### src/rtl/uart_pkg.sv
// Shared UART register map, LSR bit positions and the feeder state encoding.
package uart_pkg;

    // 16550-style register indices (0..7)
    localparam logic [2:0] REG_THR = 3'd0;
    localparam logic [2:0] REG_DLL = 3'd0;
    localparam logic [2:0] REG_DLM = 3'd1;
    localparam logic [2:0] REG_LCR = 3'd3;
    localparam logic [2:0] REG_LSR = 3'd5;

    // Transmit-holding-register-empty flag inside LSR
    localparam int LSR_THRE = 5;

    // Divisor-latch access bit inside LCR
    localparam logic [7:0] DLAB_MASK = 8'h80;

    typedef enum logic [2:0] {
        INIT_LCR_DLAB,
        INIT_DLL,
        INIT_DLM,
        INIT_LCR,
        IDLE,
        POLL_LSR,
        WRITE_THR
    } feeder_state_e;

    // Byte lane of a register inside its 32-bit word
    function automatic logic [3:0] reg_strb(input logic [1:0] lane);
        return 4'b0001 << lane;
    endfunction

    // Word offset of a register: registers 4..7 live in the second word
    function automatic logic [31:0] reg_offset(input logic bank);
        return {29'd0, bank, 2'b00};
    endfunction

endpackage

### src/rtl/uart_apb_xfer.sv
// Single APB access engine: one SETUP cycle, then ACCESS until pready.
// A new start is taken in the completion cycle so accesses can run back to back.
module uart_apb_xfer
    import uart_pkg::*;
#(
    parameter logic [31:0] BASE_ADDR = 32'h1000_0000
) (
    input  logic        clock,
    input  logic        reset,
    input  logic        start,
    input  logic [2:0]  idx,
    input  logic        write,
    input  logic [7:0]  wbyte,
    output logic        busy,
    output logic        done,
    output logic [7:0]  rdata,
    output logic        slverr,
    output logic        psel,
    output logic        penable,
    output logic [31:0] paddr,
    output logic        pwrite,
    output logic [31:0] pwdata,
    output logic [3:0]  pstrb,
    input  logic        pready,
    input  logic [31:0] prdata,
    input  logic        pslverr
);

    localparam logic [1:0] PH_IDLE   = 2'd0;
    localparam logic [1:0] PH_SETUP  = 2'd1;
    localparam logic [1:0] PH_ACCESS = 2'd2;

    logic [1:0]  phase_reg;
    logic [31:0] addr_reg;
    logic [31:0] data_reg;
    logic [3:0]  strb_reg;
    logic        write_reg;
    logic        unused_prdata;

    assign done   = (phase_reg == PH_ACCESS) && pready;
    assign busy   = (phase_reg != PH_IDLE) && !done;
    assign rdata  = prdata[7:0];
    assign slverr = pslverr;
    assign unused_prdata = ^prdata[31:8];

    // Phase sequencing; address/data registers are zero whenever the bus is idle
    always_ff @(posedge clock) begin
        if (reset) begin
            phase_reg <= PH_IDLE;
            addr_reg  <= '0;
            data_reg  <= '0;
            strb_reg  <= '0;
            write_reg <= 1'b0;
        end else if (start && !busy) begin
            phase_reg <= PH_SETUP;
            addr_reg  <= BASE_ADDR + reg_offset(idx[2]);
            data_reg  <= {4{wbyte}};
            strb_reg  <= reg_strb(idx[1:0]);
            write_reg <= write;
        end else if (phase_reg == PH_SETUP) begin
            phase_reg <= PH_ACCESS;
        end else if (done) begin
            phase_reg <= PH_IDLE;
            addr_reg  <= '0;
            data_reg  <= '0;
            strb_reg  <= '0;
            write_reg <= 1'b0;
        end
    end

    assign psel    = (phase_reg != PH_IDLE);
    assign penable = (phase_reg == PH_ACCESS);
    assign paddr   = addr_reg;
    assign pwrite  = write_reg;
    assign pwdata  = data_reg;
    assign pstrb   = strb_reg;

endmodule

### src/rtl/uart_apb_feeder.sv
// Programs a 16550-style UART over APB, then streams accepted bytes into THR,
// polling LSR.THRE only when the local FIFO credit is exhausted.
module uart_apb_feeder
    import uart_pkg::*;
#(
    parameter logic [31:0] BASE_ADDR  = 32'h1000_0000,
    parameter logic [15:0] DIVISOR    = 16'd1,
    parameter logic [7:0]  LCR_VAL    = 8'h03,
    parameter int          FIFO_DEPTH = 16
) (
    input  logic        clock,
    input  logic        reset,
    input  logic        in_valid,
    output logic        in_ready,
    input  logic [7:0]  in_data,
    output logic        out_psel,
    output logic        out_penable,
    output logic [2:0]  out_pprot,
    output logic [31:0] out_paddr,
    output logic        out_pwrite,
    output logic [31:0] out_pwdata,
    output logic [3:0]  out_pstrb,
    input  logic        out_pready,
    input  logic [31:0] out_prdata,
    input  logic        out_pslverr,
    output logic        init_done,
    output logic        err
);

    localparam int CREDIT_W = $clog2(FIFO_DEPTH + 1);
    localparam logic [CREDIT_W-1:0] CREDIT_MAX = CREDIT_W'(FIFO_DEPTH);

    feeder_state_e       state_reg, state_next;
    logic [CREDIT_W-1:0] credit_reg, credit_next;
    logic [7:0]          hold_reg, hold_next;
    logic                init_done_reg, init_done_next;
    logic                err_reg, err_next;

    logic       xfer_start;
    logic       xfer_busy;
    logic       xfer_done;
    logic       xfer_slverr;
    logic [7:0] xfer_rdata;
    logic [2:0] req_idx;
    logic       req_write;
    logic [7:0] req_byte;
    logic       unused_rdata;

    assign in_ready     = (state_reg == IDLE) && init_done_reg;
    assign init_done    = init_done_reg;
    assign err          = err_reg;
    assign out_pprot    = 3'b000;
    assign unused_rdata = ^{xfer_rdata[7:6], xfer_rdata[4:0]};

    // Sequencing: init writes, byte accept, THRE polling and credit bookkeeping
    always_comb begin
        state_next     = state_reg;
        credit_next    = credit_reg;
        hold_next      = hold_reg;
        init_done_next = init_done_reg;
        err_next       = err_reg | (xfer_done & xfer_slverr);
        case (state_reg)
            INIT_LCR_DLAB: if (xfer_done) state_next = INIT_DLL;
            INIT_DLL:      if (xfer_done) state_next = INIT_DLM;
            INIT_DLM:      if (xfer_done) state_next = INIT_LCR;
            INIT_LCR: begin
                if (xfer_done) begin
                    state_next     = IDLE;
                    init_done_next = 1'b1;
                end
            end
            IDLE: begin
                if (in_valid && in_ready) begin
                    hold_next  = in_data;
                    state_next = (credit_reg != '0) ? WRITE_THR : POLL_LSR;
                end
            end
            POLL_LSR: begin
                // A failed LSR read is treated as "not empty" and simply repolled
                if (xfer_done && !xfer_slverr && xfer_rdata[LSR_THRE]) begin
                    credit_next = CREDIT_MAX;
                    state_next  = WRITE_THR;
                end
            end
            WRITE_THR: begin
                // Credit is spent even if the write errored; the byte is lost
                if (xfer_done) begin
                    credit_next = (credit_reg == '0) ? '0 : credit_reg - 1'b1;
                    state_next  = IDLE;
                end
            end
            default: state_next = INIT_LCR_DLAB;
        endcase
    end

    // Access request for the state being entered, so the engine restarts without a gap
    always_comb begin
        req_idx   = REG_THR;
        req_write = 1'b0;
        req_byte  = 8'h00;
        case (state_next)
            INIT_LCR_DLAB: begin req_idx = REG_LCR; req_write = 1'b1; req_byte = LCR_VAL | DLAB_MASK; end
            INIT_DLL:      begin req_idx = REG_DLL; req_write = 1'b1; req_byte = DIVISOR[7:0];       end
            INIT_DLM:      begin req_idx = REG_DLM; req_write = 1'b1; req_byte = DIVISOR[15:8];      end
            INIT_LCR:      begin req_idx = REG_LCR; req_write = 1'b1; req_byte = LCR_VAL;            end
            POLL_LSR:      begin req_idx = REG_LSR; req_write = 1'b0; req_byte = 8'h00;              end
            WRITE_THR:     begin req_idx = REG_THR; req_write = 1'b1; req_byte = hold_next;          end
            default:       begin req_idx = REG_THR; req_write = 1'b0; req_byte = 8'h00;              end
        endcase
        xfer_start = !xfer_busy && (state_next != IDLE);
    end

    // State, credit, holding byte and status flags
    always_ff @(posedge clock) begin
        if (reset) begin
            state_reg     <= INIT_LCR_DLAB;
            credit_reg    <= '0;
            hold_reg      <= 8'h00;
            init_done_reg <= 1'b0;
            err_reg       <= 1'b0;
        end else begin
            state_reg     <= state_next;
            credit_reg    <= credit_next;
            hold_reg      <= hold_next;
            init_done_reg <= init_done_next;
            err_reg       <= err_next;
        end
    end

    uart_apb_xfer #(
        .BASE_ADDR (BASE_ADDR)
    ) u_xfer (
        .clock   (clock),
        .reset   (reset),
        .start   (xfer_start),
        .idx     (req_idx),
        .write   (req_write),
        .wbyte   (req_byte),
        .busy    (xfer_busy),
        .done    (xfer_done),
        .rdata   (xfer_rdata),
        .slverr  (xfer_slverr),
        .psel    (out_psel),
        .penable (out_penable),
        .paddr   (out_paddr),
        .pwrite  (out_pwrite),
        .pwdata  (out_pwdata),
        .pstrb   (out_pstrb),
        .pready  (out_pready),
        .prdata  (out_prdata),
        .pslverr (out_pslverr)
    );

endmodule

### config.mk
export PLATFORM = sky130hd
export DESIGN_NAME = uart_apb_feeder
export DESIGN_NICKNAME = d
export VERILOG_FILES = /design/src/rtl/uart_pkg.sv /design/src/rtl/uart_apb_xfer.sv /design/src/rtl/uart_apb_feeder.sv
export SDC_FILE = /design/constraint.sdc
export NUM_CORES = 1
export LEC_CHECK = 0
export ABC_AREA = 1
export CORE_ASPECT_RATIO = 2
export CORE_MARGIN = 8
export CORE_UTILIZATION = 30
export CTS_CLUSTER_DIAMETER = 100
export CTS_CLUSTER_SIZE = 25
export DETAILED_ROUTE_END_ITERATION = 8
export PLACE_DENSITY = 0.67
export REMOVE_ABC_BUFFERS = 1
export SETUP_SLACK_MARGIN = 0.3
export SYNTH_ARGS = -nofsm -noshare
export SYNTH_HDL_FRONTEND = slang
export SYNTH_SLANG_ARGS = --single-unit
### constraint.sdc
create_clock -name clock -period 4.5 [get_ports clock]
set_input_delay 0.9 -clock clock [delete_from_list [all_inputs] [get_ports clock]]
set_output_delay 0.9 -clock clock [all_outputs]
set_load 0.05 [all_outputs]
* Word-level counts from Yosys, hierarchy flattened
Cells that the tools add are included.
** Word-level totals
- Output and inout bits :: 77
- Register bits after elaboration :: 89
- Input bits :: 45
** Cells by class
- Reductions and logical operators :: 27
- Bitwise operators :: 2
- Eq/ne operators :: 17
- Muxes and demuxes :: 30
- $add $sub $neg :: 2
- Shift-type cells :: 1
** Operators by type and width (count)
- 32-bit two-way mux :: 4
- 8-bit case mux with 4 select lines :: 1
- 29-bit by 3-bit adder with 30-bit output, first input constant :: 1
- 3-bit two-way mux :: 6
- 3-bit case mux with 6 select lines :: 1
- 8-bit two-way mux :: 2
- 3-bit equality test, second input constant :: 5
- 5-bit two-way mux :: 3
- 3-bit by 2-bit equality test with 1-bit output, second input constant :: 4
- 4-bit two-way mux :: 3
- 5-bit case mux with 2 select lines :: 1
- 3-bit case mux with 3 select lines :: 1
- 1-bit logical AND :: 8
- 2-bit nonzero test :: 4
- 3-bit by 1-bit equality test with 1-bit output, second input constant :: 2
- 3-bit zero test :: 2
- 2-bit two-way mux :: 3
- 2-bit OR reduction :: 3
- 5-bit zero test :: 1
- 1-bit two-way mux :: 5
- 5-bit nonzero test :: 1
- 5-bit OR reduction :: 1
- 5-bit by 1-bit subtractor with 5-bit output, second input constant :: 1
- 2-bit by 1-bit != test with 1-bit output, second input constant :: 2
- other kinds (11) :: 14

* Depth between registers and ports, before layout
Gate-level depths: netlist of run 1.
- Depth in word-level cells :: 11
- Depth in mapped cells :: 13
- Depth with buffers taken out :: 13

* Modules after synthesis
A second synthesis of run 1 with hierarchy kept.
** Unflattened totals
- Cells, all modules :: 310
- Area total of the unflattened synthesis :: 2446.1 um2
** By module, submodules not included
- uart_apb_xfer :: times used 1, area an instance 1325.0 um2, sequential area each 340.3 um2, cells an instance 156
- uart_apb_feeder :: times used 1, area an instance 1121.1 um2, sequential area each 360.3 um2, cells an instance 154

* Least setup slack after synthesis of run 1
OpenSTA, ideal clock, no wires.
- Kind :: flip-flop to output port
- From :: register init_done_reg, in the netlist init_done
- To :: output in_ready
- Cell stages (with the launch flop) :: 3
- Arrival :: 1.257 ns
- Setup slack :: 2.343 ns
- Path buffers :: 0
- Required time :: 3.600 ns
- Cells stage by stage :: dfxtp_1 nand2_1 nor2_2
** On the way
- Word-level cells in the longest chain between the ends :: 1
** RTL lines
- start: declaration :: line uart_apb_feeder.sv:36 : logic init_done_reg, init_done_next;
- start signal: assignment :: line uart_apb_feeder.sv:125 : init_done_reg <= init_done_next;
- 1-bit logical AND :: line uart_apb_feeder.sv:49 : assign in_ready = (state_reg == IDLE) && init_done_reg;
- end: declaration :: line uart_apb_feeder.sv:14 : output logic in_ready,
Every way passes these cells.

* Final worst setup path of run 1
- From :: register state_reg[0]
- To :: output in_ready
** On the way
- Word-level cells in the longest chain between the ends :: 2
** RTL lines
- start: declaration :: line uart_apb_feeder.sv:33 : feeder_state_e state_reg, state_next;
- start signal: assignment :: line uart_apb_feeder.sv:122 : state_reg <= state_next;
- 3-bit equality test :: line uart_apb_feeder.sv:49
- 1-bit logical AND :: line uart_apb_feeder.sv:49
Every way passes these cells.

==> metrics.md, run 1 <==
| Metric | Value |
|---|---|
| Outcome | completed |
| DR top layer | met4 |
| Initial antenna violation count | 0 |
| Number of library cell types mapped by synthesis | 37 |
| Worst ir drop on vdd | roughly 0.00032 V |
| Post-synth EDFFs | 0 |
| Die Y | 137 um |
| Rel. slew slack | 64.8% |
| Cell count after synthesis | approximately 280 |
| Nets@finish | 367 |
| Hold Crit Endpoint | u_xfer.pstrb[2] |
| DRC viols | 0 |
| Main flop type after synthesis | dfxtp_1 |
| Estimated wirelength of the detail-placed design | 3950 um |
| # clock sinks | 35 |
| First-pass GRT wire length | 8200 um |
| Hold Crit Start | u_xfer.pstrb[2] |
| PostCTS Resize Cnt | 0 |
| Final Hold Vio Count | 0 |
| P_leak | between 1 and 1.5 nW |
| CP Buf/Inv Count | 2 |
| Worst setup EP type | primary output |
| Slowest cell on crit path | clkdlybuf4s50_1 |
| Worst R2R End | u_xfer.pwdata[30] |
| Clk_skew | 4.26 ps |
| Post-synthesis instance area | 0.00221 sq mm |
| Final period util | 60.8% |
| Diode count | 0 |
| Reg2Reg Depth | 13 |
| Initial DRC count | between 40 and 50 |
| Power per cell area | 403 mW/mm^2 |
| Share of layout cells above drive strength 1 | between 10% and 20% |
| Hold depth | 2 |
| Finish-stage setup viols | 0 |
| Largest net degree at the start of global routing | 24 |
| Syn_area_per_cell | 7.81 sq um |
| CTS Hold Bufs | 0 |
| RSZ-0062 raised after global routing | false |
| WL met3 | 471 um |
| I/O pins | between 100 and 150 |
| Max cap viols | 0 |
| Avg WL per Cell | ~12 um |
| Min Tclk post-route | 2740 ps |
| Tightest Pin Transition | approximately 520 ps |
| Yosys reg bits | 35 |
| Post-CTS Setup Bufs | 0 |
| CTS tree | yes |
| Vias in the first global route | approximately 1.8k |
| GR Overflow Total | 0 |
| Routed vias/inst | 4.21 |
| Met1 wire length | between 1500 and 2000 um |
| Clk network pwr share | 39.5% |
| Final Instance Area | approximately 0.0028 sq mm |
| Layout area overhead | 25.4% |
| GRT Overall Usage | 9.40% |
| Detailed Routing Iterations Pass 1 | 4 |
| Max FO, Critical Path | 6 |
| Vias | between 1.5k and 2k |
| Ys async rst share | 0% |
| Sequential cell area fraction in the yosys report | a little under a third |
| P_sw | between 300 and 400 uW |
| CTS clk-pin slew, worst paths | roughly 50 ps |
| Worst setup SP type | flop |
| Die width | 76.7 um |
| Seq pwr share | 30.2% |
| Comb power frac | 30.2% |
| GPL Wtd Cong | between 0.8 and 0.9 |
| Initial Util | a little under a third |
| Delay-heaviest family, CP | buffers and inverters |
| Synth warnings | 0 |
| Worst EP arrival | about 1800 ps |
| Pins Over Slew Limit | 0 |
| Final TNS setup | 0 ps |
| CP Class | flop to primary output |
| Worst path max stage delay | 840 ps |
| Num CTS Buffers | 5 |
| H-tree levels | 2 |
| Met2 Wirelength | ~2500 um |
| Root Driver | clkbuf_16 |
| Die area | 0.0105 sq mm |
| Worst reg2reg path startpoint | state_reg[2] |
| Critical Path RT | between 3000 and 4000 ps |
| Worst min path class | flop to flop |
| Fmax | 0.365 GHz |
| Floorplan row count | 44 |
| Antenna viol nets, final | 0 |
| Worst-Skew Late Latency | 280 ps |
| Max Root-Sink Buffers | 2 |
| Cell chain of the critical path | inv_1, nand2_1, nor2_2, clkdlybuf4s50_1 |
| Post-Route WL | 4900 um |
| Reg-to-reg setup timing slack | about 2700 ps |
| I/O Buffers | 57 |
| Dpl cell area | 0.00258 sq mm |
| Floorplan core area | 0.00721 sq mm |
| Sw Ratio | 34.5% |
| Int Pwr | 732 uW |
[layout by cell type (no fill, tap or decap), drive strengths merged]
master,n
clkbuf,6
or2,3
nor4,1
a21oi,18
inv,27
clkdlybuf4s50,57
nor3,1
ha,2
o21ai,5
nand4,6
a211oi,1
o21a,3
a31oi,1
nand2,63
nand3,30
xor2,1
nor2,23
clkinv,1
buf,1
bufinv,2
a41oi,1
conb,33
dfxtp,35
[layer usage]
layer	vias to the layer above	GRT usage [%]
li1	887	-
met1	770	8.85
met2	75	16.9
met3	6	4.25
met4	0	4.53
met5	-	0
[how the worst max path moves through the flow]
| stage | from | endpoint | slack (ps) | cells after the start |
|---|---|---|---|---|
| finish | state_reg[0] | in_ready | 1760 | 4 |
| floorplan | u_xfer.pwdata[24] | out_pwdata[0] | 2030 | 0 |
| global route | state_reg[0] | in_ready | 1640 | 4 |
| CTS | state_reg[0] | in_ready | 1740 | 4 |
| global placement | out_pready | u_xfer.pwdata[28] | 1710 | 11 |
| detailed placement | out_pready | u_xfer.pwdata[28] | 1700 | 11 |
[cell type report]
type,count,area [sq um]
well taps,92,115
clock inverters,2,60.1
inverters,28,120
multi-input cells,192,1070
repair buffers,58,578
flip-flops and latches,35,701
fillers,725,4440
clock buffers,6,129
[cell families after synthesis]
| family | share of synthesized area (%) |
|---|---|
| buffers and inverters | 25.4 |
| AO/OA/AOI/OAI | 8.78 |
| AND/OR/NAND/NOR | 32.4 |
| flip-flops | 31.7 |
| adder cells (fa/ha/maj) | 1.13 |
| other | 0.170 |
| XOR/XNOR | 0.396 |
[Yosys cell counts, types with 5 or more instances]
cell type	instances	area, sq um
a21oi_1	11	55.1
a21oi_2	7	61.3
buf_4	57	428
dfxtp_1	35	701
inv_1	20	75.1
inv_2	5	18.8
nand2_1	50	188
nand2_2	9	56.3
nand3_1	22	110
nand4_1	6	37.5
nor2_1	18	67.6
[worst reg2reg max path: cells and delay by family (launching register included)]
| kind | cells | cell delay (ps) |
|---|---|---|
| flip-flops | 1 | 440 |
| AND/OR/NAND/NOR | 10 | 970 |
| buffers and inverters | 3 | 280 |
[metrics by stage]
step	hold slack (ps)	util [%]	power, mW	setup slack (ps)	instances
floorplan	441	-	0.593	2030	255
global placement	425	35.8	0.684	1710	405
detailed placement	436	35.8	0.687	1700	405
finish	441	38.4	1.12	1760	413
global route	462	38.4	1.17	1640	413
CTS	446	38.4	1.13	1740	413
[power groups by stage]
stage / sequential (mW) / combinational (mW) / clock [mW]
2_1_floorplan: 0.437 / 0.156 / 0
3_3_place_gp: 0.345 / 0.340 / 0
3_5_place_dp: 0.345 / 0.341 / 0
4_1_cts: 0.339 / 0.342 / 0.452
5_1_grt: 0.341 / 0.358 / 0.470
6_report: 0.338 / 0.338 / 0.442
(Power assumes the default switching activity.)
==> inputs of run 2 (changes only) <==
==> constraint.sdc (replaced) <==
create_clock -name clock -period 2.6 [get_ports clock]
set_input_delay 0.52 -clock clock [delete_from_list [all_inputs] [get_ports clock]]
set_output_delay 0.52 -clock clock [all_outputs]
set_load 0.05 [all_outputs]
==> run 2 against run 1 <==
Power is 74% higher. Die area stayed put. Critical path depth is 1 lower. Largest cell class unchanged.
==> metrics.md, run 2 (same netlist as run 1, synthesis figures left out) <==
| Metric | Value |
|---|---|
| Outcome | completed |
| Post-CTS Setup Bufs | 0 |
| Pre-CTS WS | 171 ps |
| Worst setup SP type | flop |
| Int Pwr | between 1 and 1.5 mW |
| Vias | 1796 |
| Tightest Pin Transition | between 500 and 600 ps |
| Final WS setup | between 400 and 500 ps |
| Sw Ratio | about a third |
| Met2 usage | 18.0% |
| Register Area | between 700 and 800 sq um |
| Reg-to-reg setup timing slack | 810 ps |
| Die Y | 137 um |
| Filler Cell Count | 739 |
| Max cap viols | 0 |
| Initial DRC count | between 40 and 50 |
| Antenna viol nets, final | 0 |
| GRT Overall Usage | 9.92% |
| Worst-Skew Late Latency | 280 ps |
| H-tree levels | 2 |
| Commonest non-fill, non-tap cell in the layout | clkdlybuf4s50_1 |
| Detailed Routing Iterations Pass 1 | 7 |
| P_leak | between 1 and 1.5 nW |
| Power per cell area | roughly 700 mW/mm^2 |
| RSZ-0062 raised after global routing | false |
| Cell chain of the critical path | inv_1, nand2_1, clkdlybuf4s50_1 |
| Tot Pwr | roughly 1.9 mW |
| Post-Route WL | 5170 um |
| Worst EP arrival | around 1700 ps |
| Vias in the first global route | 1860 |
| I/O Buffers | 57 |
| DRC viols | 0 |
| Clk_skew | between 4 and 5 ps |
| Finish-stage setup viols | 0 |
| Grt peak-use layer | met2 |
| Worst ir drop on vdd | 0.000406 V |
| Initial Util | 30.6% |
| Rel. slew slack | 65.5% |
| Clk network pwr share | 39.6% |
| CP Class | flop to primary output |
| Critical Path RT | ~2100 ps |
| Estimated wirelength of the detail-placed design | 4160 um |
| Most frequent cells in the layout | clkdlybuf4s50_1, nand2_1, dfxtp_1 |
| Final period util | between 80% and 90% |
| Max Root-Sink Buffers | 2 |
| Comb power frac | between 30 and 40% |
| Worst setup EP type | primary output |
| Initial antenna violation count | 0 |
| Worst path max stage delay | 810 ps |
| Fmax | 0.456 GHz |
| GPL Wtd Cong | 0.827 |
| Largest net degree at the start of global routing | 23 |
| Final TNS setup | 0 ps |
| # clock sinks | 35 |
| Final Hold Vio Count | 0 |
| Die area | about 0.011 sq mm |
| Min Tclk post-route | 2190 ps |
| P_sw | 676 uW |
| Seq pwr share | 30.1% |
| Layout area overhead | 26.0% |
| Grt met3 use | 4.18% |
| Met1 Use GR | 9.21% |
| GR Overflow Total | 0 |
| Die width | between 70 and 80 um |
| Floorplan row count | 44 |
| Max FO, Critical Path | 4 |
| Diode count | 0 |
| Worst min path class | flop to flop |
| Slowest cell on crit path | clkdlybuf4s50_1 |
| I/O pins | 122 |
| Pins Over Slew Limit | 0 |
| Floorplan core area | 0.00721 sq mm |
| First-pass GRT wire length | 8550 um |
| CTS clk-pin slew, worst paths | 50 ps |
| Share of layout cells above drive strength 1 | 17.1% |
| Nets@finish | 368 |
| Hold Slack | 443 ps |
| Num CTS Buffers | 5 |
| CTS tree | yes |
| Avg WL per Cell | 12.5 um |
| Root Driver | clkbuf_16 |
| Routed vias/inst | 4.34 |
| Multi-input logic area | between 0.001 and 0.0015 sq mm |
run 2: metal layers:
metal	wire length, um	part of all wire (%)
met1	1940	38
met2	2680	52
met3	421	8.2
met4	120	2.3
met5	0	0
run 2: path summary, 6_finish.rpt:
kind,start,to,cells past startpoint
worst max register to register,credit_reg[1],u_xfer.pstrb[2],13
worst max-delay path,u_xfer.phase_reg[1],out_psel,3
worst min-delay path,u_xfer.pstrb[2],u_xfer.pstrb[2],2
worst min register to register,u_xfer.pstrb[2],u_xfer.pstrb[2],2
run 2: cell type report:
type | count | area share (%)
Clock buffer | 6 | 4.63
Clock inverter | 2 | 2.16
Inverter | 28 | 4.31
Multi-Input combinational cell | 192 | 38.5
Sequential cell | 35 | 25.2
Tap cell | 92 | 4.13
Timing Repair Buffer | 59 | 21.1
run 2: power by group through the flow:
stage | logic [mW] | registers, mW | clock network (mW)
6_report | 0.589 | 0.586 | 0.770
5_1_grt | 0.622 | 0.591 | 0.810
3_5_place_dp | 0.594 | 0.598 | 0
2_1_floorplan | 0.269 | 0.757 | 0
3_3_place_gp | 0.590 | 0.597 | 0
4_1_cts | 0.594 | 0.586 | 0.788
run 2: timing repair:
action,CTS,global route
hold buffers,0,0
endpoints found under the setup margin,1,2
pin swaps,0,0
resized for setup,1,2
run 2: worst max-delay path, delay by kind of cell (launching register included):
family	cells	cell delay, ps
buffers and inverters	2	880
flip-flops	1	400
AND/OR/NAND/NOR	1	100
run 2: metrics by stage:
stage	instances	area (sq um)	util, %
after global routing	414	2780	38.6
after global placement	406	2590	35.9
after floorplan	255	1890	-
final	414	2780	38.6
after CTS	414	2780	38.5
after detailed placement	406	2590	35.9
